**config.mk**
```make
export PLATFORM = sky130hd
export DESIGN_NAME = regfile_host_controller_flat
export DESIGN_NICKNAME = d
export VERILOG_FILES = /design/src/rtl/regfile_host_controller_if.sv /design/src/rtl/regfile_host_controller.sv /design/src/flat_wrapper.sv
export SDC_FILE = /design/constraint.sdc
export NUM_CORES = 1
export LEC_CHECK = 0
export CAP_MARGIN = 20
export CORE_MARGIN = 1
export CORE_UTILIZATION = 47
export DETAILED_ROUTE_END_ITERATION = 7
export PLACE_DENSITY = 0.76
export SLEW_MARGIN = 5
export SYNTH_ARGS = -nofsm -noshare
export SYNTH_HDL_FRONTEND = slang
export SYNTH_SLANG_ARGS = --single-unit
```
**constraint.sdc**
```tcl
create_clock -name i_clk -period 2.2 [get_ports i_clk]
set_clock_uncertainty 0.2 [all_clocks]
set_input_delay 0.44 -clock i_clk [delete_from_list [all_inputs] [get_ports i_clk]]
set_output_delay 0.44 -clock i_clk [all_outputs]
set_load 0.01 [all_outputs]
```
**src/rtl/regfile_host_controller_if.sv**
```systemverilog
// Host pin bundle for regfile_host_controller.
//   master : host side, drives frame/strobe/data and observes read-back, ready, error
//   slave  : controller side
// Ports:
//   i_host_frame   high for the duration of one transaction (asynchronous pin)
//   i_host_strobe  each rising edge presents one byte (asynchronous pin)
//   i_host_data    host byte, held stable from strobe rise until o_host_ready falls
//   o_host_data    read-back byte
//   o_host_ready   controller will accept the next strobe
//   o_host_error   illegal address seen in the current frame
interface regfile_host_controller_if #(
  parameter int DATA_WIDTH = 8
);
  logic                  i_host_frame;
  logic                  i_host_strobe;
  logic [DATA_WIDTH-1:0] i_host_data;
  logic [DATA_WIDTH-1:0] o_host_data;
  logic                  o_host_ready;
  logic                  o_host_error;

  modport master (
    output i_host_frame,
    output i_host_strobe,
    output i_host_data,
    input  o_host_data,
    input  o_host_ready,
    input  o_host_error
  );

  modport slave (
    input  i_host_frame,
    input  i_host_strobe,
    input  i_host_data,
    output o_host_data,
    output o_host_ready,
    output o_host_error
  );
endinterface

```
**src/rtl/regfile_host_controller.sv**
```systemverilog
// Host-side sequencer for the PWM peripheral register file.
// Turns a strobed byte protocol (command byte, then data bytes, optional address
// auto-increment) into single-cycle register-file writes/reads, and emits a
// one-cycle commit pulse at the end of any frame that wrote a register.
//
// Ports:
//   i_clk           system clock
//   i_reset_n       asynchronous assert, synchronous release, active low
//   host            host pin bundle (slave modport)
//   o_rf_write_en   register-file write enable
//   o_rf_address    register-file address (holds between accesses)
//   o_rf_data       register-file write data
//   i_rf_data       register-file read data, combinational from o_rf_address
//   o_update_pulse  one-cycle commit after a frame that wrote at least one register
//
// Command byte: bit7 write(1)/read(0), bit6 auto-increment, bit5 ignored,
// bits[ADDRESS_WIDTH-1:0] start address.
//
// state     | meaning
// ----------+-----------------------------------------------------------
// S_IDLE    | no frame; waiting for frame rise
// S_CMD     | frame open; waiting for the command byte
// S_WDATA   | waiting for the next write data byte
// S_WCOMMIT | write enable high for this single cycle
// S_RFETCH  | capture register-file read data into the read-back byte
// S_RWAIT   | read-back byte valid; next strobe means it was consumed
// S_ERR     | illegal address; strobes ignored until frame end
module regfile_host_controller #(
  parameter int ADDRESS_WIDTH = 5,
  parameter int DATA_WIDTH    = 8,
  parameter int NUM_REGS      = 15,
  parameter int SYNC_STAGES   = 2
) (
  input  logic                     i_clk,
  input  logic                     i_reset_n,
  regfile_host_controller_if.slave host,
  output logic                     o_rf_write_en,
  output logic [ADDRESS_WIDTH-1:0] o_rf_address,
  output logic [DATA_WIDTH-1:0]    o_rf_data,
  input  logic [DATA_WIDTH-1:0]    i_rf_data,
  output logic                     o_update_pulse
);

  localparam logic [2:0] S_IDLE    = 3'd0;
  localparam logic [2:0] S_CMD     = 3'd1;
  localparam logic [2:0] S_WDATA   = 3'd2;
  localparam logic [2:0] S_WCOMMIT = 3'd3;
  localparam logic [2:0] S_RFETCH  = 3'd4;
  localparam logic [2:0] S_RWAIT   = 3'd5;
  localparam logic [2:0] S_ERR     = 3'd6;

  // A single-flop synchronizer is never acceptable; clamp to two.
  localparam int SYNC_N = (SYNC_STAGES < 2) ? 2 : SYNC_STAGES;

  // One extra bit so NUM_REGS == 2**ADDRESS_WIDTH still compares correctly.
  localparam logic [ADDRESS_WIDTH:0]   NUM_REGS_EXT = (ADDRESS_WIDTH+1)'(NUM_REGS);
  localparam logic [ADDRESS_WIDTH-1:0] LAST_ADDR    = ADDRESS_WIDTH'(NUM_REGS - 1);

  logic [SYNC_N-1:0]        frame_sync_q, frame_sync_d;
  logic [SYNC_N-1:0]        strobe_sync_q, strobe_sync_d;
  logic                     frame_prev_q, frame_prev_d;
  logic                     strobe_prev_q, strobe_prev_d;
  logic [2:0]               state_q, state_d;
  logic [ADDRESS_WIDTH-1:0] addr_q, addr_d;
  logic [DATA_WIDTH-1:0]    wdata_q, wdata_d;
  logic [DATA_WIDTH-1:0]    rdata_q, rdata_d;
  logic                     ai_q, ai_d;
  logic                     written_q, written_d;
  logic                     error_q, error_d;
  logic                     update_q, update_d;

  logic                     frame_rise;
  logic                     frame_fall;
  logic                     strobe_rise;
  logic [ADDRESS_WIDTH-1:0] cmd_addr;
  logic                     cmd_addr_ok;
  logic [ADDRESS_WIDTH-1:0] addr_next;

  // Synchronizers and edge detectors
  always_comb begin
    frame_sync_d  = {frame_sync_q[SYNC_N-2:0], host.i_host_frame};
    strobe_sync_d = {strobe_sync_q[SYNC_N-2:0], host.i_host_strobe};
    frame_prev_d  = frame_sync_q[SYNC_N-1];
    strobe_prev_d = strobe_sync_q[SYNC_N-1];
  end

  assign frame_rise  =  frame_sync_q[SYNC_N-1]  & ~frame_prev_q;
  assign frame_fall  = ~frame_sync_q[SYNC_N-1]  &  frame_prev_q;
  assign strobe_rise =  strobe_sync_q[SYNC_N-1] & ~strobe_prev_q;

  assign cmd_addr    = host.i_host_data[ADDRESS_WIDTH-1:0];
  assign cmd_addr_ok = ({1'b0, cmd_addr} < NUM_REGS_EXT);
  // Wrap at the last implemented register, not at 2**ADDRESS_WIDTH.
  assign addr_next   = (addr_q == LAST_ADDR) ? '0 : addr_q + ADDRESS_WIDTH'(1);

  always_comb begin
    state_d   = state_q;
    addr_d    = addr_q;
    wdata_d   = wdata_q;
    rdata_d   = rdata_q;
    ai_d      = ai_q;
    written_d = written_q;
    error_d   = error_q;
    update_d  = 1'b0;

    if ((state_q != S_IDLE) && frame_fall) begin
      // Frame end takes priority over a coincident strobe; that byte is dropped.
      // A write already in its commit cycle still happens and counts.
      state_d   = S_IDLE;
      update_d  = written_q | (state_q == S_WCOMMIT);
      written_d = 1'b0;
    end else begin
      case (state_q)
        S_IDLE: begin
          if (frame_rise) begin
            state_d = S_CMD;
            error_d = 1'b0;
          end
        end
        S_CMD: begin
          if (strobe_rise) begin
            addr_d = cmd_addr;
            ai_d   = host.i_host_data[6];
            if (!cmd_addr_ok) begin
              state_d = S_ERR;
              error_d = 1'b1;
            end else if (host.i_host_data[7]) begin
              state_d = S_WDATA;
            end else begin
              state_d = S_RFETCH;
            end
          end
        end
        S_WDATA: begin
          if (strobe_rise) begin
            wdata_d = host.i_host_data;
            state_d = S_WCOMMIT;
          end
        end
        S_WCOMMIT: begin
          written_d = 1'b1;
          if (ai_q) begin
            addr_d = addr_next;
          end
          state_d = S_WDATA;
        end
        S_RFETCH: begin
          rdata_d = i_rf_data;
          state_d = S_RWAIT;
        end
        S_RWAIT: begin
          if (strobe_rise) begin
            if (ai_q) begin
              addr_d = addr_next;
            end
            state_d = S_RFETCH;
          end
        end
        S_ERR: begin
          state_d = S_ERR;
        end
        default: begin
          state_d = S_IDLE;
        end
      endcase
    end
  end

  always_ff @(posedge i_clk or negedge i_reset_n) begin
    if (!i_reset_n) begin
      frame_sync_q  <= '0;
      strobe_sync_q <= '0;
      frame_prev_q  <= 1'b0;
      strobe_prev_q <= 1'b0;
      state_q       <= S_IDLE;
      addr_q        <= '0;
      wdata_q       <= '0;
      rdata_q       <= '0;
      ai_q          <= 1'b0;
      written_q     <= 1'b0;
      error_q       <= 1'b0;
      update_q      <= 1'b0;
    end else begin
      frame_sync_q  <= frame_sync_d;
      strobe_sync_q <= strobe_sync_d;
      frame_prev_q  <= frame_prev_d;
      strobe_prev_q <= strobe_prev_d;
      state_q       <= state_d;
      addr_q        <= addr_d;
      wdata_q       <= wdata_d;
      rdata_q       <= rdata_d;
      ai_q          <= ai_d;
      written_q     <= written_d;
      error_q       <= error_d;
      update_q      <= update_d;
    end
  end

  assign o_rf_write_en     = (state_q == S_WCOMMIT);
  assign o_rf_address      = addr_q;
  assign o_rf_data         = wdata_q;
  assign o_update_pulse    = update_q;
  assign host.o_host_data  = rdata_q;
  assign host.o_host_error = error_q;
  assign host.o_host_ready = (state_q == S_CMD) || (state_q == S_WDATA) ||
                             (state_q == S_RWAIT);

endmodule

```
**src/flat_wrapper.sv**
```systemverilog
// flat-port wrapper written by rule: the top's interface ports become plain ports
module regfile_host_controller_flat 
#(
  parameter int ADDRESS_WIDTH = 5,
  parameter int DATA_WIDTH    = 8,
  parameter int NUM_REGS      = 15,
  parameter int SYNC_STAGES   = 2
)
  (i_clk, i_reset_n, o_rf_write_en, o_rf_address, o_rf_data, i_rf_data, o_update_pulse, host_i_host_frame, host_i_host_strobe, host_i_host_data, host_o_host_data, host_o_host_ready, host_o_host_error);
  regfile_host_controller_if #(.DATA_WIDTH(DATA_WIDTH)) host_i ();
  input  logic i_clk;
  input  logic i_reset_n;
  output logic o_rf_write_en;
  output logic [ADDRESS_WIDTH-1:0] o_rf_address;
  output logic [DATA_WIDTH-1:0] o_rf_data;
  input  logic [DATA_WIDTH-1:0] i_rf_data;
  output logic o_update_pulse;
  input wire logic [$bits(host_i.i_host_frame)-1:0] host_i_host_frame;
  input wire logic [$bits(host_i.i_host_strobe)-1:0] host_i_host_strobe;
  input wire logic [$bits(host_i.i_host_data)-1:0] host_i_host_data;
  output wire logic [$bits(host_i.o_host_data)-1:0] host_o_host_data;
  output wire logic [$bits(host_i.o_host_ready)-1:0] host_o_host_ready;
  output wire logic [$bits(host_i.o_host_error)-1:0] host_o_host_error;
  assign host_i.i_host_frame = host_i_host_frame;
  assign host_i.i_host_strobe = host_i_host_strobe;
  assign host_i.i_host_data = host_i_host_data;
  assign host_o_host_data = host_i.o_host_data;
  assign host_o_host_ready = host_i.o_host_ready;
  assign host_o_host_error = host_i.o_host_error;
  regfile_host_controller #(.ADDRESS_WIDTH(ADDRESS_WIDTH), .DATA_WIDTH(DATA_WIDTH), .NUM_REGS(NUM_REGS), .SYNC_STAGES(SYNC_STAGES)) u_core (.i_clk(i_clk), .i_reset_n(i_reset_n), .host(host_i), .o_rf_write_en(o_rf_write_en), .o_rf_address(o_rf_address), .o_rf_data(o_rf_data), .i_rf_data(i_rf_data), .o_update_pulse(o_update_pulse));
endmodule
```
==> flow_metrics.tcl <==
set metrics [dict create \
    status "finished clean" \
    min_delay_path_depth 0 \
    period_minus_slack_ns 2.07 \
    worstPathMaxFanout 4 \
    final_hold_viol_count 0 \
    ys_ff_latch 34 \
    antenna_found_initial 0 \
    tritoncts "built" \
    crit_arrival_ns 1.43 \
    critPathBufInv 3 \
    r2r_slack_ns 0.34 \
    gp_congestion 0.818 \
    cts.sinks 34 \
    crit_slowest_cell "dfrtp_1" \
    r2r_start "u_core.state_q[0]" \
    synthMuxAreaShare 0.165 \
    final_common_cell "clkdlybuf4s50_1" \
    synth_top_family_by_area "multiplexers" \
    rsz0062_at_grt "false" \
    syn_avg_cell_area_um2 12.5 \
    start_util 0.505 \
    max-slew-margin-rel 0.693 \
    drive_above_1_share 0.218 \
    ys.flop_type "dfrtp_1" \
    synthCells 125 \
    tightest_slew_ns 0.460 \
    numCtsBuffers 5 \
    post-route-period-util 0.940 \
    yosysSeqAreaShare 0.543 \
    finalWirelength_um 3210 \
    cts_hold_buffers 0 \
    placed_cell_area_mm2 0.00206 \
    design_area_mm2 0.00215 \
    grt.total_usage 0.209 \
    dp_hpwl_um 2290 \
    total_leakage_power_nw 0.931 \
    area_delta_synth_final_pct 37.1 \
    min_from "u_core.frame_sync_q[0]" \
    drc_errors 0 \
    cts_buffer_depth 2 \
    synthesis.nets 147 \
    yosys.area_share.adder 0.0160 \
    vias 1220 \
    nets 200 \
    reg2regPathDepth 5 \
    hp-class "reg2reg" \
    path_clk_slew_ns 0.10 \
    worstPathRequired_ns 1.56 \
    synth_compound_area_frac 0.109 \
    async_reset_ff_frac 1.00 \
    criticalPathCategory "reg2out" \
    grt_pass1_vias 1260 \
    dr.pass1.iters 4 \
    n_antenna_cell 0 \
    final_cell_mix "clkdlybuf4s50_1 (42), dfrtp_1 (34), mux2_2 (19)" \
    wl_per_cell_um 14.4 \
    top_level_ports 45 \
    cellPowerDensity_mw_per_mm2 1290 \
    critPathLaunchType "flip-flop" \
    final_util 0.693 \
    grt_pass1_wl_um 5400 \
    dieHeight_um 59.8 \
    die_x_um 59.8 \
    critPathTopFamily "buffers and inverters" \
    portBuffers 44 \
    core_area_mm2 0.00310 \
    overflow 0 \
    nFillCells 250 \
    crit_chain "buf_4 > inv_1 > mux2_2 > dlygate4sd2_1" \
    synth_xor_area_frac 0.0176 \
    ys_warn_count 0 \
    endpoint_kind "output port" \
    hold_end "u_core.frame_sync_q[1]" \
    reg2reg_to "u_core.host.o_host_data[3]" \
    drv_cap 0 \
    vdd_drop_max_uv 763 \
    rows 20 \
    yosys.area_share.simple 0.123 \
    vias_per_cell 5.47 \
    clk_latency_ns 0.33 \
    synth_edf_count 0 \
    dieArea_mm2 0.00357 \
    cts_max_level 2 \
    antenna_left 0 \
    fmax_ghz 0.484 \
    final_max_slew_viol_count 0 \
    finalSetupViolCount 0 \
    slowest_delay_ns 0.37 \
    netlist_area_mm2 0.00157 \
    ys_types 36 \
    grt_max_degree 35 \
    cts_root_buf "clkbuf_4" \
    tns_ns 0 \
    drtIter0Drc 58 \
]
[cell families after synthesis]
logic type               after synthesis
XOR/XNOR                               1
flip-flops                            34
multiplexers                          23
buffers and inverters                  8
AND/OR/NAND/NOR                       32
adder cells (fa/ha/maj)                2
AO/OA/AOI/OAI                         25
[registers in the layout, indices dropped and copies added (netlist names)]
name / flops
u_core.strobe_prev_q: 1
u_core.state_q: 3
u_core.strobe_sync_q: 2
u_core.o_rf_address: 5
u_core.o_update_pulse: 1
u_core.o_rf_data: 8
u_core.host.o_host_error: 1
u_core.ai_q: 1
u_core.written_q: 1
u_core.frame_prev_q: 1
u_core.host.o_host_data: 8
u_core.frame_sync_q: 2
[stage by stage]
stage	total power, W	instances	hold slack, ns	worst slack, ns
after global placement	0.00237	212	0.135	0.318
final	0.00277	223	0.155	0.133
after floorplan	0.00177	125	-0.0556	0.410
after global routing	0.00297	223	0.178	0.0581
after detailed placement	0.00240	212	0.136	0.290
after CTS	0.00279	222	0.159	0.00699
[where the power goes]
part	total (W)	switching [W]	internal, W
logic	0.00135	0.000565	0.000789
clock network	0.000358	0.000204	0.000155
registers	0.00106	0.000184	0.000878
[Yosys cell counts (all sizes together) (2+ instances only)]
master | number | area share
and2 | 2 | 0.0080
a21oi | 6 | 0.019
inv | 3 | 0.0072
nand2b | 4 | 0.016
buf | 3 | 0.015
o21ai | 6 | 0.019
nor2 | 3 | 0.0072
a2bb2oi | 2 | 0.011
mux2i | 3 | 0.019
nor2b | 5 | 0.025
ha | 2 | 0.016
mux2 | 20 | 0.15
clkbuf | 2 | 0.0048
nand3 | 7 | 0.029
dfrtp | 34 | 0.54
nor3 | 3 | 0.0096
nand2 | 6 | 0.019
a211oi | 2 | 0.0096
[layout make-up]
| type | instances | area (um^2) | area share |
|---|---|---|---|
| sequential | 34 | 851 | 0.396 |
| multi-input combinational | 83 | 674 | 0.314 |
| timing repair buffer | 51 | 498 | 0.232 |
| clock buffer | 7 | 55.1 | 0.0256 |
| tap | 44 | 55.1 | 0.0256 |
| inverter | 3 | 11.3 | 0.00524 |
| clock inverter | 1 | 5.00 | 0.00233 |
[routing by layer]
metal  share of wire  GRT usage  routed length (um)  vias to the layer above
li1                -          -                   -                      561
met1            0.44      0.261                1430                      603
met2            0.47      0.316                1500                       50
met3           0.076     0.0779                 243                        6
met4           0.014      0.110                  46                        0
met5               0          0                   0                        -
[worst register-to-register path, delay by kind of cell, from the launching register on]
kind / cells / cell delay (ns)
AND/OR/NAND/NOR: 2 / 0.47
buffers and inverters: 2 / 0.30
flip-flops: 1 / 0.40
multiplexers: 1 / 0.39
[worst max-delay path by stage]
stage / from / endpoint / slack [ns] / depth (start not counted)
after detailed placement: host_i_host_data[1] / u_core.state_q[1] / 0.29 / 5
after CTS: u_core.state_q[2] / o_rf_write_en / 0.007 / 3
final: u_core.state_q[1] / host_o_host_ready / 0.13 / 4
after floorplan: u_core.state_q[0] / host_o_host_ready / 0.41 / 3
after global placement: u_core.state_q[1] / host_o_host_ready / 0.32 / 3
after global routing: u_core.state_q[1] / host_o_host_ready / 0.06 / 4
[timing repair]
action,CTS,global route
gates resized for setup,2,1
endpoints found under the setup margin,2,1
cloned,0,0
buffers inserted,2,1
Power figures use the tool's default switching activity.
